### src/rtl/sides_feeder.sv
// rtl/sides_feeder.sv - side-pair FIFO feeding the perimeter unit over a _dav/rfd handshake
module sides_feeder #(
    parameter int W     = 4,
    parameter int DEPTH = 4,
    parameter int CW    = 8
) (
    input  logic                     clock,
    input  logic                     reset,
    input  logic                     wr,
    input  logic [W-1:0]             a_in,
    input  logic [W-1:0]             b_in,
    output logic                     full,
    output logic                     empty,
    output logic                     ovf,
    output logic [$clog2(DEPTH):0]   level,
    output logic                     _dav,
    input  logic                     rfd,
    output logic [W-1:0]             a,
    output logic [W-1:0]             b,
    output logic [CW-1:0]            sent
);

    localparam int AW = $clog2(DEPTH);
    localparam logic [AW:0]   LVL_ONE  = 1;
    localparam logic [AW:0]   LVL_FULL = (AW+1)'(DEPTH);
    localparam logic [AW-1:0] PTR_ONE  = 1;
    localparam logic [CW-1:0] SENT_ONE = 1;

    typedef enum logic [1:0] {IDLE, SETUP, VALID, RELEASE} state_t;

    state_t            state;
    state_t            state_nx;
    logic [2*W-1:0]    mem [DEPTH];
    logic [AW-1:0]     head;
    logic [AW-1:0]     tail;
    logic [AW:0]       level_nx;
    logic              load;
    logic              pop;
    logic              done;
    logic              push;

    always_comb begin
        state_nx = state;
        load     = 1'b0;
        pop      = 1'b0;
        done     = 1'b0;
        case (state)
            IDLE: begin
                if (!empty && rfd) begin
                    load     = 1'b1;
                    state_nx = SETUP;
                end
            end
            SETUP: state_nx = VALID;
            VALID: begin
                if (!rfd) begin
                    pop      = 1'b1;
                    state_nx = RELEASE;
                end
            end
            RELEASE: begin
                if (rfd) begin
                    done     = 1'b1;
                    state_nx = IDLE;
                end
            end
            default: state_nx = IDLE;
        endcase
    end

    // A pop in the same cycle frees a slot, so a write while full is still accepted.
    always_comb begin
        push     = wr && (!full || pop);
        level_nx = level;
        case ({push, pop})
            2'b10:   level_nx = level + LVL_ONE;
            2'b01:   level_nx = level - LVL_ONE;
            default: level_nx = level;
        endcase
    end

    always_ff @(posedge clock) begin
        if (push) begin
            mem[tail] <= {a_in, b_in};
        end
    end

    always_ff @(posedge clock) begin
        if (reset) begin
            state <= IDLE;
            head  <= '0;
            tail  <= '0;
            level <= '0;
            full  <= 1'b0;
            empty <= 1'b1;
            ovf   <= 1'b0;
            a     <= '0;
            b     <= '0;
            sent  <= '0;
            _dav  <= 1'b1;
        end else begin
            state <= state_nx;
            if (push) begin
                tail <= tail + PTR_ONE;
            end
            if (pop) begin
                head <= head + PTR_ONE;
            end
            level <= level_nx;
            full  <= (level_nx == LVL_FULL);
            empty <= (level_nx == '0);
            if (wr && !push) begin
                ovf <= 1'b1;
            end
            if (load) begin
                {a, b} <= mem[head];
            end
            if (done) begin
                sent <= sent + SENT_ONE;
            end
            _dav <= (state_nx != VALID);
        end
    end

endmodule
### config.mk
export PLATFORM = sky130hd
export DESIGN_NAME = sides_feeder
export DESIGN_NICKNAME = d
export VERILOG_FILES = /design/src/rtl/sides_feeder.sv
export SDC_FILE = /design/constraint.sdc
export NUM_CORES = 1
export LEC_CHECK = 0
export CAP_MARGIN = 5
export CORE_MARGIN = 2
export CORE_UTILIZATION = 40
export CTS_BUF_LIST = sky130_fd_sc_hd__clkbuf_4 sky130_fd_sc_hd__clkbuf_8
export CTS_CLUSTER_DIAMETER = 100
export CTS_CLUSTER_SIZE = 24
export DETAILED_ROUTE_END_ITERATION = 8
export SLEW_MARGIN = 20
export SYNTH_ARGS = -nofsm -noshare
export SYNTH_HDL_FRONTEND = slang
export SYNTH_SLANG_ARGS = --single-unit
### constraint.sdc
create_clock -name clock -period 3.25 [get_ports clock]
set_input_delay 0.65 -clock clock [delete_from_list [all_inputs] [get_ports clock]]
set_output_delay 0.65 -clock clock [all_outputs]
set_load 0.02 [all_outputs]
==> Word level (Yosys, flattened, before mapping) <==
Memories as Yosys holds them, arrays and structs flattened. A register that Yosys moved wholly into a read port is not among the register bits.
Index checks and enable logic that the tools add are counted.
{ "word_totals": {"reg_bits": 21, "mem_count": 1, "ramBits": 32} }
{ "memory_table": {"columns": ["memory", "words", "width", "rd", "rd_clocked_by_memory_dff", "wr", "line", "text"], "rows": [
  ["mem", 4, 8, 1, 1, 1, "33", "logic [2*W-1:0] mem [DEPTH];"]
]} }
{ "classes": {"n_reduce_logical": 9, "n_mux": 13, "n_eq_ne": 7, "n_addsub": 5} }
{ "op_table": {"columns": ["operator", "n"], "rows": [
  ["$add 8x1->8 const B", 1],
  ["$mux 1", 8],
  ["$pmux 2 s4", 1],
  ["$eq 2x2->1 const B", 3],
  ["$mux 2", 3],
  ["$pmux 3 s2", 1],
  ["$add 2x1->2 const B", 2],
  ["$eq 2x1->1 const B", 2],
  ["$add 3x1->3 const B", 1],
  ["$eq 3x3->1 const B", 1],
  ["$logic_and 1x1->1", 3],
  ["$logic_not 1->1", 3],
  ["$logic_not 3->1", 1],
  ["$sub 3x1->3 const B", 1],
  ["$logic_not 2->1", 1],
  ["$ne 2x2->1 const B", 1],
  ["$logic_or 1x1->1", 1]
]} }

==> Depth between registers and ports, before layout <==
Gate-level depths: netlist of the first run.
{ "depth": {"depth_word": 7, "ltp_mapped": 10} }

==> Worst setup path after synthesis of the first run <==
Ideal clock, no wire load.
{ "synth_timing": {"path_type": "input -> register", "from": "in rfd", "to": "reg empty", "path_buffers": 1, "arrival_time_ns": 2.714, "slack_ns": 0.420, "required_time_ns": 3.134, "setup_time_ns": 0.116, "cell_stages": 9, "cell_sequence": "or3b_1 > buf_6 > a21boi_4 > inv_1 > ha_1 > fa_1 > xnor2_1 > or3_1 > a31o_2"} }
{ "synth_via": {"elab_chain_len": 7} }
{ "synth_lines": {"columns": ["item", "line", "text"], "rows": [
  ["start, declared", "17", "input logic rfd,"],
  ["$mux 1 (*)", "56", "if (!rfd) begin"],
  ["$mux 1 (*)", "47", "case (state)"],
  ["$logic_or 1x1->1", "73", "push = wr && (!full || pop);"],
  ["$logic_and 1x1->1", "73", null],
  ["$eq 2x1->1 or $eq 2x2->1 (tied branches)", "75", "case ({push, pop})"],
  ["$pmux 3 s2 (*)", "75", null],
  ["$logic_not 3->1 (*)", "111", "empty <= (level_nx == '0);"],
  ["end signal, assigned", "111", null],
  ["end, declared", "13", "output logic empty,"]
]} }
Every way passes the cells marked *; elsewhere a longest branch is shown, timed or not.
A chain may end at the register's enable or synchronous reset.

==> Final worst setup path of the first run <==
Ends and elaborated chain as after synthesis.

==> summary.txt, run 1 <==
Status
  – Status: finished, final reports clean

Layout
  – Fin nets: 230
  – Layout area overhead: 24.1%
  – Final Non-Filler Cells: 291
  – Util after Layout: 51.1%
  – ANT cells: 0
  – Layout cells sized above 1: 14.8%

Clock tree
  – Clk pin slew, worst setup/hold paths: 70 ps
  – CTS Buf Count: 9
  – Post-CTS Resized: 0
  – Clock sinks: 61
  – Worst skew pair latency: 320 ps
  – Root buffer cell: clkbuf_8
  – Post-CTS setup-driven buffer insertion count: 0
  – Clk buf depth: 2
  – CTS tree: yes
  – # hold bufs at CTS: 0
  – CTS H-tree depth: 3

Worst setup path
  – Crit Path Max Fanout: 3
  – CP endpoint kind: flip-flop
  – Data required, critical path: 3460 ps
  – CP Class: in2reg
  – Startpoint Class: primary input
  – Crit path DAT: 3110 ps

Floorplanning
  – IO Count: 35
  – Initial Util: 41.2%
  – Die area: 6730 µm²
  – Die height: 82.1 µm
  – Die W: 82.1 µm
  – Core area: 5920 µm²
  – Core Rows: 28

STA
  – RSZ-0062 raised after global routing: no
  – Clk_skew: 7.36 ps
  – Count of pins over their slew limit: 0
  – Worst slew pin tran: 639 ps
  – Fin crit period: 2900 ps
  – Final period util: 89.1%
  – Setup WS post-layout: 355 ps
  – Highest clock rate: 0.345 GHz
  – Slew HR: 57.3%
  – Setup tns final: 0 ps
  – Setup Viol. Count Final: 0
  – Final Hold Viols: 0

Yosys
  – Unique masters post-synth: 38
  – Post-synth EDFFs: 32
  – Synth Register Bits: 61
  – Most frequent cells after synthesis: edfxtp_1 (32), dfxtp_1 (29), nor2_1 (11)
  – Largest area contributor in the netlist: edfxtp_1
  – Synth area leaders: edfxtp_1 (39%), dfxtp_1 (24%), mux4_2 (7.4%), ha_1 (3.1%), a22o_1 (2.9%)
  – Synthesized cell area: 2440 µm²
  – Post-synth ARST share: 0%
  – Syn_area_per_cell: 14.5 µm²
  – Seq/Total Area, Yosys: 63.2%
  – Syn nets: 187
  – Synth top area share: 39.4%
  – Yosys warnings: 0
  – Mapped Cells: 168
  – Most common flop cell mapped by yosys: edfxtp_1
  – Count leader, synth: edfxtp_1

Placed design
  – Number of port buffers: 34
  – Dpl cells: 275
  – Placed wire-length estimate: 2920 µm
  – Pre-CTS setup slack: 34.0 ps
  – Routability congestion estimate: 0.682

Routing
  – Drt initial violations: 133
  – DRT Pass-1 Iters: 4
  – Wire per inst: 14.8 µm
  – Via density per instance: 5.05
  – Vias: 1,470
  – Antenna Nets Post-Route: 0
  – Drt drc: 0
  – DRT Wirelength: 4300 µm

Global route
  – Pin count of the biggest net entering global routing: 26
  – Vias in the first global route: 1,490
  – GRT Resource Usage Total: 14.2%
  – Global route overflow: 0
  – First-pass GRT wire length: 6890 µm
  – Initial antenna violation count: 0

Min path
  – HP Class: reg2reg

Pwr
  – VDD IR max: 0.000295 V
  – Pwr per Cell Area: 543 nW/µm²
  – P_leak: 1.05 nW
  – Total Power: 1.64 mW

Flow run
  – Max Cap Violations: 0
## placed cells by master, fill, tap and decap left out, drive strengths merged, types with 2 or more instances in the layout
cell type	n
nand3	3
o21ai	4
nand2	3
or3	4
clkinvlp	2
or4	3
o31ai	3
nand2b	5
xnor2	3
mux2i	4
inv	7
edfxtp	32
dfxtp	29
nor2	11
and2	4
mux4	8
ha	6
a21oi	8
buf	5
nand4	2
clkbuf	13
a22o	8
clkdlybuf4s50	34
## final timing paths
check        depth (start not counted)                start                end  slack (ps)
min                                  1    a[3]$_SDFFE_PP0P_  a[3]$_SDFFE_PP0P_         480
min reg2reg                          1    a[3]$_SDFFE_PP0P_  a[3]$_SDFFE_PP0P_         480
max                                  9                  rfd   empty$_SDFF_PP1_         350
max reg2reg                          8  state[1]$_SDFF_PP0_   empty$_SDFF_PP1_         650
## where the power goes
group,leakage [nW],switching [mW],internal (mW),total (mW)
Sequential,0.530,0.0230,0.850,0.873
Clock,0.0925,0.274,0.334,0.609
Combinational,0.431,0.0783,0.0832,0.161
## critical path: stages
cell and delay (ps):
clkdlybuf4s50_1 420, or3b_1 440, a21boi_4 180, inv_1 60, ha_1 210, fa_1 380
xnor2_1 150, or3_1 350, a31o_2 260
## per-stage QoR
step	hold slack, ps	area, µm²
after floorplan	481	2440
after global placement	459	2840
after detailed placement	470	2840
after CTS	486	3030
after global routing	508	3030
final	479	3030
## kinds of logic after synthesis
family / synth area share, %
AO/OA/AOI/OAI: 8.57
multiplexers: 9.50
XOR/XNOR: 1.44
AND/OR/NAND/NOR: 9.39
adder cells (fa/ha/maj): 3.90
buffers and inverters: 3.95
flip-flops: 63.2
## flip-flops by register name, summed over array words and instances, names as in the netlist, 2 cells and up
name / cells
mem: 32
sent: 8
a: 4
b: 4
level: 3
head: 2
state: 2
tail: 2
## per-layer routing
layer,wire length (µm),track usage (%)
met1,1920,16.9
met4,63,7.50
met5,0,0
met2,2170,23.3
met3,150,4.07
## layout make-up
type | instances | area [µm²]
clock buffers | 13 | 166
clock inverters | 3 | 20.0
fillers | 507 | 2900
inverters | 7 | 26.3
multi-input cells | 93 | 800
flip-flops and latches | 61 | 1540
well taps | 75 | 93.8
repair buffers | 39 | 378
Note: power is estimated with default switching activity, not from simulation.
==> run 2, diff against run 1 <==
--- a/config.mk
+++ b/config.mk
@@ -12,6 +12,7 @@
 export CTS_CLUSTER_DIAMETER = 100
 export CTS_CLUSTER_SIZE = 24
 export DETAILED_ROUTE_END_ITERATION = 8
+export PLACE_DENSITY = 0.71
 export SLEW_MARGIN = 20
 export SYNTH_ARGS = -nofsm -noshare
 export SYNTH_HDL_FRONTEND = slang
==> constraint.sdc (replaced) <==
create_clock -name clock -period 3.5 [get_ports clock]
set_input_delay 0.7 -clock clock [delete_from_list [all_inputs] [get_ports clock]]
set_output_delay 0.7 -clock clock [all_outputs]
set_load 0.02 [all_outputs]
==> run 2 against run 1 <==
  * Count of clock-buffer cells in the layout down 2
  * Register-to-register slack improved by 230 ps
  * First-iteration DRC count fell by 60%
  * Core utilization down 0.51 points
  * Power shrank 11%
  * Routed wire length up 1.3%
  * Design area decreased by 0.99%
  * Non-clock buffer count unchanged
  * Worst setup slack better by 200 ps
  * Critical path type unchanged
  * Critical endpoint unchanged
==> summary.txt, run 2 (synthesis gave the netlist of run 1 again) <==
Global route
  – Pin count of the biggest net entering global routing: 26 (unchanged)
  – Global route overflow: 0 (unchanged)
  – GRT Resource Usage Total: 14.4% (was 14.2%)
  – First-pass GRT wire length: 6890 µm (unchanged)
  – Initial antenna violation count: 0 (unchanged)
  – Vias in the first global route: 1,509 (was 1,490)

Routing
  – Drt initial violations: 53 (was 133)
  – Antenna Nets Post-Route: 0 (unchanged)
  – Drt drc: 0 (unchanged)
  – Vias: 1,481 (was 1,470)
  – DRT Wirelength: 4360 µm (was 4300 µm)
  – Wire per inst: 15.0 µm (was 14.8 µm)
  – Via density per instance: 5.11 (was 5.05)
  – DRT Pass-1 Iters: 5 (was 4)

STA
  – Setup Viol. Count Final: 0 (unchanged)
  – Highest clock rate: 0.339 GHz
  – Slew HR: 52.1% (was 57.3%)
  – Fin Hold WS: 477 ps (was 479 ps)
  – Setup WS post-layout: 552 ps (was 355 ps)
  – RSZ-0062 raised after global routing: no (unchanged)
  – Setup tns final: 0 ps (unchanged)
  – Fin crit period: 2950 ps
  – Worst slew pin tran: 717 ps (was 639 ps)
  – Clk_skew: 5.90 ps (was 7.36 ps)
  – Final period util: 84.2%
  – Final Hold Viols: 0 (unchanged)
  – Count of pins over their slew limit: 0 (unchanged)

Placed design
  – Number of port buffers: 34 (unchanged)
  – Routability congestion estimate: 0.699 (was 0.682)
  – Placed instance area: 2840 µm² (unchanged)
  – Placed wire-length estimate: 2900 µm (was 2920 µm)
  – Pre-CTS setup slack: 202 ps (was 34.0 ps)

Layout
  – Fin nets: 230 (unchanged)
  – Most frequent cells in the layout: clkdlybuf4s50_1 (34), edfxtp_1 (32), dfxtp_1 (29) (unchanged)
  – Layout area overhead: 22.9% (was 24.1%)
  – Most common cell after layout, fill and taps aside: clkdlybuf4s50_1 (unchanged)
  – Max reg flops: 32 (unchanged)
  – Top Registers: mem (32), sent (8) (unchanged)
  – Layout cells sized above 1: 13.5% (was 14.8%)
  – ANT cells: 0 (unchanged)
  – Reg with most FFs: mem (unchanged)
  – Filler cell count: 512 (was 507)
  – Final instance area: 3000 µm² (was 3030 µm²)

Worst setup path
  – Reg2reg end: empty$_SDFF_PP1_ (unchanged)
  – R2r setup slk: 880 ps (was 650 ps)
  – Worst path cell trace: clkdlybuf4s50_1 -> or3b_1 -> a21boi_4 -> inv_1 -> ha_1 -> fa_1 -> xnor2_1 -> or3_1 -> a31o_2 (unchanged)
  – Crit path DAT: 3170 ps (was 3110 ps)
  – Worst r2r path cells: 8 (unchanged)
  – Data required, critical path: 3720 ps (was 3460 ps)
  – Startpoint Class: primary input (unchanged)
  – Worst R2R Start: state[1]$_SDFF_PP0_ (unchanged)
  – CP endpoint kind: flip-flop (unchanged)
  – Worst path slowest cell: or3b_1 (unchanged)
  – Slowest stage delay, CP: 460 ps (was 440 ps)
  – Crit Path Max Fanout: 3 (unchanged)
  – CP Class: in2reg (unchanged)

Floorplanning
  – Core area: 5920 µm² (unchanged)
  – IO Count: 35 (unchanged)
  – Die area: 6730 µm² (unchanged)
  – Die W: 82.1 µm (unchanged)
  – Core Rows: 28 (unchanged)
  – Initial Util: 41.2% (unchanged)
  – Die height: 82.1 µm (unchanged)

Pwr
  – P_leak: 1.05 nW (about the same)
  – Pwr per Cell Area: 491 nW/µm² (was 543 nW/µm²)
  – VDD IR max: 0.000229 V (was 0.000295 V)
  – Total Power: 1.47 mW (was 1.64 mW)

Status
  – Status: finished, final reports clean (unchanged)

Clock tree
  – Post-CTS setup-driven buffer insertion count: 0 (unchanged)
  – Post-CTS Resized: 0 (unchanged)
  – Root buffer cell: clkbuf_8 (unchanged)
  – CTS tree: yes (unchanged)
  – Clock sinks: 61 (unchanged)
  – Clk buf depth: 2 (unchanged)
  – CTS H-tree depth: 3 (unchanged)
  – # hold bufs at CTS: 0 (unchanged)
  – CTS Buf Count: 9 (unchanged)
  – Worst skew pair latency: 330 ps (was 320 ps)
  – Clk pin slew, worst setup/hold paths: 60 ps (was 70 ps)

Min path
  – Worst hold start: a[0]$_SDFFE_PP0P_ (was a[3]$_SDFFE_PP0P_)
  – Cells on Worst Hold Path: 1 (unchanged)
  – HP Class: reg2reg (unchanged)
  – Hold endpoint: a[0]$_SDFFE_PP0P_ (was a[3]$_SDFFE_PP0P_)

Flow run
  – Max Cap Violations: 0 (unchanged)
## run 2: changes by cell type in the layout (fill, tap and decap cells not counted)
cell	change
clkinvlp_4	-2
clkinv_2	+1
clkinv_1	+2
clkbuf_8	-2
## run 2: worst max-delay path by stage
stage | slack (ps) | endpoint | depth (start not counted) | start
finish | 550 | empty$_SDFF_PP1_ | 9 | rfd
global route | 450 | full$_SDFF_PP0_ | 9 | rfd
CTS | 560 | empty$_SDFF_PP1_ | 9 | rfd
detailed placement | 200 | empty$_SDFF_PP1_ | 9 | rfd
global placement | 270 | empty$_SDFF_PP1_ | 9 | rfd
floorplan | 620 | empty$_SDFF_PP1_ | 9 | rfd
## run 2: worst max-delay path: cells and delay by family
family          cells  cell delay [ps]
simple gates        2              820
fa+ha+maj           2              590
buf+inv             2              470
compound gates      2              440
xor+xnor            1              150
## run 2: area by class of cell
cell class | count | area (µm²) | share of cell area [%]
sequential | 61 | 1540 | 51.5
multi-input combinational | 93 | 800 | 26.7
clock buffer | 11 | 139 | 4.64
timing repair buffer | 39 | 378 | 12.6
tap | 75 | 93.8 | 3.13
clock inverter | 4 | 17.5 | 0.585
inverter | 7 | 26.3 | 0.877
## run 2: metrics by stage
stage	instances	util, %
after floorplan	168	-
after global placement	275	48.0
after detailed placement	275	48.0
after CTS	290	50.6
after global routing	290	50.6
final	290	50.6
## run 2: power by group
part	leakage (nW)	switching (mW)	internal, mW	total (mW)
clock	0.0849	0.248	0.261	0.510
combinational	0.431	0.0720	0.0769	0.149
sequential	0.530	0.0220	0.789	0.812
## run 2: metal layers
layer | share of wire (%) | global-route usage (%) | vias up
met2 | 48 | 22.9 | 28
met5 | 0 | 0 | -
met1 | 45 | 17.3 | 729
met3 | 3.6 | 4.07 | 8
li1 | - | - | 716
met4 | 2.8 | 9.00 | 0
